[src/rtl/alu_pkg.sv]
// Shared constants and types for the ALU issue sequencer and the ALU it drives:
// opcodes, instruction field layout and FSM state encoding.
package alu_pkg;

    localparam int NUM_REGS = 8;
    localparam int DATA_W   = 13;
    localparam int INSTR_W  = 16;
    localparam int RA_W     = 3;
    localparam int OP_W     = 3;
    localparam int IMM_W    = 7;

    localparam int OP_LSB  = 13;
    localparam int RD_LSB  = 10;
    localparam int RS_LSB  = 7;
    localparam int RT_LSB  = 4;
    localparam int IMM_LSB = 0;

    localparam logic [OP_W-1:0] OP_ADD  = 3'b000;
    localparam logic [OP_W-1:0] OP_SUB  = 3'b001;
    localparam logic [OP_W-1:0] OP_SHR  = 3'b010;
    localparam logic [OP_W-1:0] OP_SHL  = 3'b011;
    localparam logic [OP_W-1:0] OP_ADDI = 3'b100;
    localparam logic [OP_W-1:0] OP_SUBI = 3'b101;
    localparam logic [OP_W-1:0] OP_AND  = 3'b110;
    localparam logic [OP_W-1:0] OP_OR   = 3'b111;

    typedef enum logic [1:0] {
        ST_IDLE   = 2'd0,
        ST_DECODE = 2'd1,
        ST_EXEC   = 2'd2,
        ST_WB     = 2'd3
    } state_t;

    // rt and imm7 overlap in the encoding; both are extracted and the op picks one.
    typedef struct packed {
        logic [OP_W-1:0]  op;
        logic [RA_W-1:0]  rd;
        logic [RA_W-1:0]  rs;
        logic [RA_W-1:0]  rt;
        logic [IMM_W-1:0] imm;
    } fields_t;

    function automatic fields_t decode_fields(input logic [INSTR_W-1:0] word);
        fields_t f;
        f.op  = word[OP_LSB  +: OP_W];
        f.rd  = word[RD_LSB  +: RA_W];
        f.rs  = word[RS_LSB  +: RA_W];
        f.rt  = word[RT_LSB  +: RA_W];
        f.imm = word[IMM_LSB +: IMM_W];
        return f;
    endfunction

    function automatic logic uses_imm(input logic [OP_W-1:0] op);
        return (op == OP_SHR) || (op == OP_SHL) || (op == OP_ADDI) || (op == OP_SUBI);
    endfunction

endpackage

[src/rtl/alu_regfile.sv]
// 8x13 register file: two operand read ports, one debug read port, one
// synchronous write port, synchronous clear, and r0 hardwired to zero.
module alu_regfile
    import alu_pkg::*;
#(
    parameter int NREGS = NUM_REGS,
    parameter int DW    = DATA_W,
    parameter int AW    = RA_W
) (
    input  logic          clk,
    input  logic          reset,
    input  logic          we,
    input  logic [AW-1:0] waddr,
    input  logic [DW-1:0] wdata,
    input  logic [AW-1:0] raddr_a,
    output logic [DW-1:0] rdata_a,
    input  logic [AW-1:0] raddr_b,
    output logic [DW-1:0] rdata_b,
    input  logic [AW-1:0] dbg_addr,
    output logic [DW-1:0] dbg_data
);

    logic [DW-1:0] mem [NREGS];

    // NOTE: the array is cleared on reset so every register reads zero after
    // reset; this keeps the storage in flops, which is intended at this size.
    always_ff @(posedge clk) begin
        if (reset) begin
            for (int i = 0; i < NREGS; i++) begin
                mem[i] <= '0;
            end
        end else if (we && (waddr != '0)) begin
            mem[waddr] <= wdata;
        end
    end

    // r0 is forced to zero on every read port regardless of storage contents.
    assign rdata_a  = (raddr_a  == '0) ? '0 : mem[raddr_a];
    assign rdata_b  = (raddr_b  == '0) ? '0 : mem[raddr_b];
    assign dbg_data = (dbg_addr == '0) ? '0 : mem[dbg_addr];

endmodule

[src/rtl/alu_issue.sv]
// Single-issue sequencer: accepts an instruction, reads operands, drives the
// external combinational ALU, captures its result and writes it back.
module alu_issue
    import alu_pkg::*;
#(
    parameter int NREGS = NUM_REGS,
    parameter int DW    = DATA_W
) (
    input  logic               clk,
    input  logic               reset,
    input  logic               instr_valid,
    input  logic [INSTR_W-1:0] instr,
    output logic               instr_ready,
    output logic [DW-1:0]      alu_a,
    output logic [DW-1:0]      alu_b,
    output logic [OP_W-1:0]    alu_sel,
    input  logic [DW-1:0]      alu_result,
    output logic               done,
    output logic [RA_W-1:0]    wb_addr,
    output logic [DW-1:0]      wb_data,
    input  logic [RA_W-1:0]    dbg_addr,
    output logic [DW-1:0]      dbg_data
);

    state_t               state;
    state_t               next_state;
    logic [INSTR_W-1:0]   instr_q;
    fields_t              f;
    logic                 load_instr;
    logic                 load_ops;
    logic                 load_result;
    logic                 we;
    logic [DW-1:0]        rs_data;
    logic [DW-1:0]        rt_data;
    logic [DW-1:0]        imm_ext;

    assign f       = decode_fields(instr_q);
    assign imm_ext = {{(DW-IMM_W){1'b0}}, f.imm};

    // NOTE: sequential state uses non-blocking assignments so every register
    // samples pre-edge values, independent of block ordering.
    always_ff @(posedge clk) begin
        if (reset) begin
            state <= ST_IDLE;
        end else begin
            state <= next_state;
        end
    end

    // NOTE: every output of this block gets a default first, so no path
    // through the case can leave a signal unassigned and infer a latch.
    always_comb begin
        next_state  = state;
        instr_ready = 1'b0;
        load_instr  = 1'b0;
        load_ops    = 1'b0;
        load_result = 1'b0;
        done        = 1'b0;
        we          = 1'b0;
        case (state)
            ST_IDLE: begin
                instr_ready = 1'b1;
                if (instr_valid) begin
                    load_instr = 1'b1;
                    next_state = ST_DECODE;
                end
            end
            ST_DECODE: begin
                load_ops   = 1'b1;
                next_state = ST_EXEC;
            end
            ST_EXEC: begin
                load_result = 1'b1;
                next_state  = ST_WB;
            end
            ST_WB: begin
                done       = 1'b1;
                we         = 1'b1;
                next_state = ST_IDLE;
            end
            default: next_state = ST_IDLE;
        endcase
        // A reset cycle never accepts a word nor reports a write-back.
        if (reset) begin
            instr_ready = 1'b0;
            done        = 1'b0;
            we          = 1'b0;
        end
    end

    always_ff @(posedge clk) begin
        if (reset) begin
            instr_q <= '0;
            alu_a   <= '0;
            alu_b   <= '0;
            alu_sel <= '0;
            wb_addr <= '0;
            wb_data <= '0;
        end else begin
            if (load_instr) begin
                instr_q <= instr;
            end
            if (load_ops) begin
                alu_a   <= rs_data;
                alu_b   <= uses_imm(f.op) ? imm_ext : rt_data;
                alu_sel <= f.op;
            end
            // wb_data doubles as the result register; it holds the ALU output through WB.
            if (load_result) begin
                wb_data <= alu_result;
                wb_addr <= f.rd;
            end
        end
    end

    alu_regfile #(
        .NREGS (NREGS),
        .DW    (DW),
        .AW    (RA_W)
    ) u_regfile (
        .clk      (clk),
        .reset    (reset),
        .we       (we),
        .waddr    (wb_addr),
        .wdata    (wb_data),
        .raddr_a  (f.rs),
        .rdata_a  (rs_data),
        .raddr_b  (f.rt),
        .rdata_b  (rt_data),
        .dbg_addr (dbg_addr),
        .dbg_data (dbg_data)
    );

endmodule
[config.mk]
export PLATFORM = sky130hd
export DESIGN_NAME = alu_issue
export DESIGN_NICKNAME = d
export VERILOG_FILES = /design/src/rtl/alu_pkg.sv /design/src/rtl/alu_regfile.sv /design/src/rtl/alu_issue.sv
export SDC_FILE = /design/constraint.sdc
export NUM_CORES = 1
export LEC_CHECK = 0
export BUFFER_PORTS_ARGS = -buffer_cell sky130_fd_sc_hd__buf_2
export CELL_PAD_IN_SITES_DETAIL_PLACEMENT = 1
export CELL_PAD_IN_SITES_GLOBAL_PLACEMENT = 2
export CORE_AREA = 2 2 118 178
export DETAILED_ROUTE_END_ITERATION = 6
export DIE_AREA = 0 0 120 180
export GPL_TIMING_DRIVEN = 1
export PLACE_DENSITY_LB_ADDON = 0.12
export SLEW_MARGIN = 20
export SYNTH_ARGS = -nofsm -noshare
export SYNTH_HDL_FRONTEND = slang
export SYNTH_HIERARCHICAL = 1
export SYNTH_SLANG_ARGS = --single-unit
[constraint.sdc]
create_clock -name clk -period 4.8 [get_ports clk]
set_clock_uncertainty 0.1 [all_clocks]
set_input_delay 0.48 -clock clk [delete_from_list [all_inputs] [get_ports clk]]
set_output_delay 0.48 -clock clk [all_outputs]
set_load 0.1 [all_outputs]
Word-level counts from Yosys, hierarchy flattened
Memories as Yosys holds them, arrays and structs flattened. A register that Yosys moved wholly into a read port is not among the register bits.
Cells that the tools add are included.
- eq/ne operators: 8
- reductions and logical operators: 10
- multiplexer cells: 26
- operators with widths (operator ; number):
    $mux 13 ; 5
    $mux 3 ; 5
    $mux 1 ; 14
    $reduce_or 13->1 ; 1
    $logic_not 3->1 ; 3
    $pmux 2 s4 ; 1
    $eq 3x2->1 const B ; 2
    $eq 3x3->1 const B ; 2
    $eq 2x2->1 const B ; 2
    $logic_or 1x1->1 ; 3
    $reduce_bool 3->1 ; 1
    $eq 2x1->1 const B ; 1
    $logic_not 2->1 ; 1
    $mux 2 ; 1
    $ne 2x2->1 const B ; 1
    $logic_and 1x1->1 ; 1
- register bits: 63
- bits in writable memories: 104
- input port bits: 35
- memories kept: 1
- word-level logic and storage cells: 52
- output and inout port bits: 60
- memory list (memory ; depth ; bits a word ; read ports ; clocked after memory_dff ; write ports ; RTL line ; source):
    u_regfile.mem ; 8 ; 13 ; 3 ; 2 ; 8 ; alu_regfile.sv:23 ; logic [DW-1:0] mem [NREGS];

Logic depth before layout (Yosys ltp)
- depth after elaboration: 9
- depth in mapped cells: 8
- mapped depth without buffers: 5

By module
Netlist, hierarchy kept.
- modules (own cells, without submodules) (module ; instances ; seq. area each (µm²) ; area each (µm²) ; cells an instance):
    alu_regfile ; 1 ; 2732.6 ; 5886.9 ; 467
    alu_issue ; 1 ; 1261.2 ; 2421.1 ; 258

Worst setup path after synthesis
OpenSTA, ideal clock, no wires.
- kind: input to output
- start: input dbg_addr[0]
- end: output dbg_data[11]
- required time: 4220 ps
- slack: 844 ps
- arrival time: 3376 ps
- stages on the path: 5
- cell sequence: buf_4 -> nand2b_1 -> buf_2 -> a211oi_1 -> a311oi_1
- cells in the longest elaborated chain, start to end: 2
- elaborated cells between the ends (all ways): 3
- RTL lines (item ; RTL line ; source):
    start: declaration ; alu_issue.sv:21 ; input logic [RA_W-1:0] dbg_addr,
    $mem_v2 8x13 or $logic_not 3->1 (tied branches) ; - ;
    $mux 13 * ; alu_regfile.sv:40 ; assign dbg_data = (dbg_addr == '0) ? '0 : mem[dbg_addr];
    end: declaration ; alu_issue.sv:22 ; output logic [DW-1:0] dbg_data
Mark *: on every way between the ends. The rest lies on a longest branch, timed or not.

Final worst setup path
Ends and elaborated chain as after synthesis.

==> impl_metrics.ini <==
[setup_path]
critPathLaunchType = input pin
worstPathCellList = buf_2 -> nand2b_1 -> a211oi_1 -> a311oi_1 -> buf_2
endpoint_kind = output pin
critical_path_buf_inv_count = 2
crit_cells = 5
r2r_cells = 5
slowest_stage = nand2b_1
crit_arrival_ns = 2.82
cp.required_ns = 4.22
crit_family = buffers and inverters
critPathKind = input pin to output pin
cp_max_fo = 28
cpPeakStageDelay_ns = 0.72
cp_common_cell = buf_2

[drt]
wire_per_inst_um = 26.20
drtAntennaViolNets = 0
first_iter_violations = 525
viasPerCell = 5.953
wirelength_um = 27960
drc = 0
first_pass_iters = 5
vias = 6352

[synth]
synth_flop_cell = edfxtp_1
synth.yosys.warnings = 6
postSynthAreaPerCell_um2 = 11.46
synthCells = 725
synth_edf_count = 91
ys_ff_latch = 154
syn_nets = 765
synth_area_um2 = 8308
seq_area_frac_synth = 0.4807
async_flop_share = 0
ys_types = 38

[pwr]
ir_drop_uv = 295.6
design_power_total_mw = 4.766
power_density_nw_per_um2 = 501.6
leakagePower_nw = 3.554

[timing]
setup_viol = 0
timing_worst_slew_pin_value_ns = 1.084
clock.fmax_mhz = 293.8
slew_viol_final = 0
fin_tns_setup_ns = 0
rsz0062_at_grt = no
min_period_ns = 3.404
hold_viol = 0
slew_headroom = 0.2761
fin_crit_sh = 0.7092

[global_route]
grt_pass1_vias = 6907
grt_overflow_total = 0
grt_use_total = 0.2649
antenna_found_initial = 0
grt_pass1_wl_um = 41810
grt_max_degree = 53

[worst_hold_path]
min_path_cells = 3
hold_path_class = input pin to flop

[clock_network]
clk_latency_ns = 0.44
cts_root_buf = clkbuf_16
cts.sinks = 154
cts_tree = done
cts_hold_buf = 0
cts_setup_buffers = 0
cts.clk_slew.worst_paths_ns = 0.06
clockBufferDepth = 2
h-tree-depth = 4
cts_resized = 0
cts_made_buffers = 17

[die]
initial_utilization = 0.4133
core-area_um2 = 20100
die_w_um = 120
core.rowCount = 64
boundaryPins = 95
die_y_um = 180
die-area_um2 = 21600

[run_status]
outcome = complete, no violations

[finish]
n_antenna_cell = 0
finalNetCount = 830
layout_common_cells = mux2i_1, and2_1, buf_2
drive_gt1_frac = 0.2528
area_delta_synth_final_pct = 14.37
final_common_cell = mux2i_1
fill_cells = 2196

[place]
hpwl_um = 18260
port_buffers = 94
gp_congestion = 0.8414

[job]
max-cap-violations = 0
## cell families (layout without fill, tap and decap cells)
logic type | Yosys count | count (layout) | synth area share
multiplexers | 137 | 137 | 0.1723
XOR/XNOR | 2 | 2 | 0.003917
adder cells (fa/ha/maj) | 5 | 5 | 0.007530
buffers and inverters | 65 | 143 | 0.05090
AND/OR/NAND/NOR | 239 | 239 | 0.1544
flip-flops | 154 | 154 | 0.4807
AO/OA/AOI/OAI | 123 | 123 | 0.1303
## report_power, final
part           switching, mW  internal [mW]  total (mW)  leakage [nW]
combinational           1.17          0.404        1.57          1.76
clock                  0.543          0.985        1.53         0.337
sequential             0.143           1.52        1.66          1.45
## routing by layer
metal / up-vias / global-route usage / wire length, um
met2: 250 / 0.4550 / 14040
li1: 2818 / - / -
met4: 0 / 0.1976 / 2178
met3: 105 / 0.04156 / 1161
met5: - / 0 / 0
met1: 3179 / 0.2902 / 10580
## through the flow
| stage | worst slack, ns | hold slack, ns | instances | instance area, um2 | util |
|---|---|---|---|---|---|
| after floorplan | 0.8440 | 0.3330 | 725 | 8308 | - |
| after global routing | 1.268 | 0.1831 | 1067 | 9502 | 0.4727 |
| final | 1.396 | 0.1791 | 1067 | 9502 | 0.4727 |
| after CTS | 1.373 | 0.1640 | 1067 | 9499 | 0.4726 |
| after detailed placement | 1.395 | 0.3526 | 1035 | 8811 | 0.4384 |
| after global placement | 1.427 | 0.3443 | 1035 | 8808 | 0.4382 |
## synth_stat cells, types with 10 or more instances
cell	n	share of area
a211oi_1	15	0.014
a21oi_1	24	0.014
a221oi_1	48	0.051
a221oi_2	12	0.022
a311oi_1	13	0.014
and2_1	94	0.071
buf_2	16	0.0096
buf_6	13	0.018
clkbuf_1	18	0.0081
dfxtp_1	63	0.15
edfxtp_1	91	0.33
mux2_1	16	0.022
mux2_2	20	0.027
mux2i_1	98	0.12
nand2_1	50	0.023
nand2b_1	10	0.0075
nor2_1	45	0.020
nor2b_1	18	0.014
## sequential cells by signal (all words and copies together) (netlist names)
register       cells
alu_sel            3
alu_a             13
u_regfile/mem     91
wb_data           13
wb_addr            3
state              2
alu_b             13
instr_q           16
## worst paths after layout
kind                            startpoint                       end  slack, ns
setup reg to reg   instr_q[8]$_SDFFE_PP0P_     alu_a[0]$_SDFFE_PP0N_       1.87
hold / removal                   instr[12]  instr_q[12]$_SDFFE_PP0P_       0.18
setup / recovery               dbg_addr[0]              dbg_data[11]       1.40
hold reg to reg   instr_q[11]$_SDFFE_PP0P_  instr_q[11]$_SDFFE_PP0P_       0.36
## area by class of cell
| type | count | area [um2] | share of cell area |
|---|---|---|---|
| Sequential cell | 154 | 3996 | 0.4206 |
| Multi-Input combinational cell | 506 | 3904 | 0.4109 |
| Tap cell | 264 | 330.3 | 0.03476 |
| Clock inverter | 7 | 117.6 | 0.01238 |
| Inverter | 4 | 15.01 | 0.001580 |
| Clock buffer | 25 | 570.5 | 0.06005 |
| Timing Repair Buffer | 107 | 568.0 | 0.05978 |
## worst register-to-register path: cells and delay by family, from the launching register on
family	cells	cell delay, ns
muxes	1	0.16
DFF	1	0.66
and+or+nand+nor	2	1.06
AOI/OAI and AO/OA	2	0.89
(Power assumes the default switching activity.)
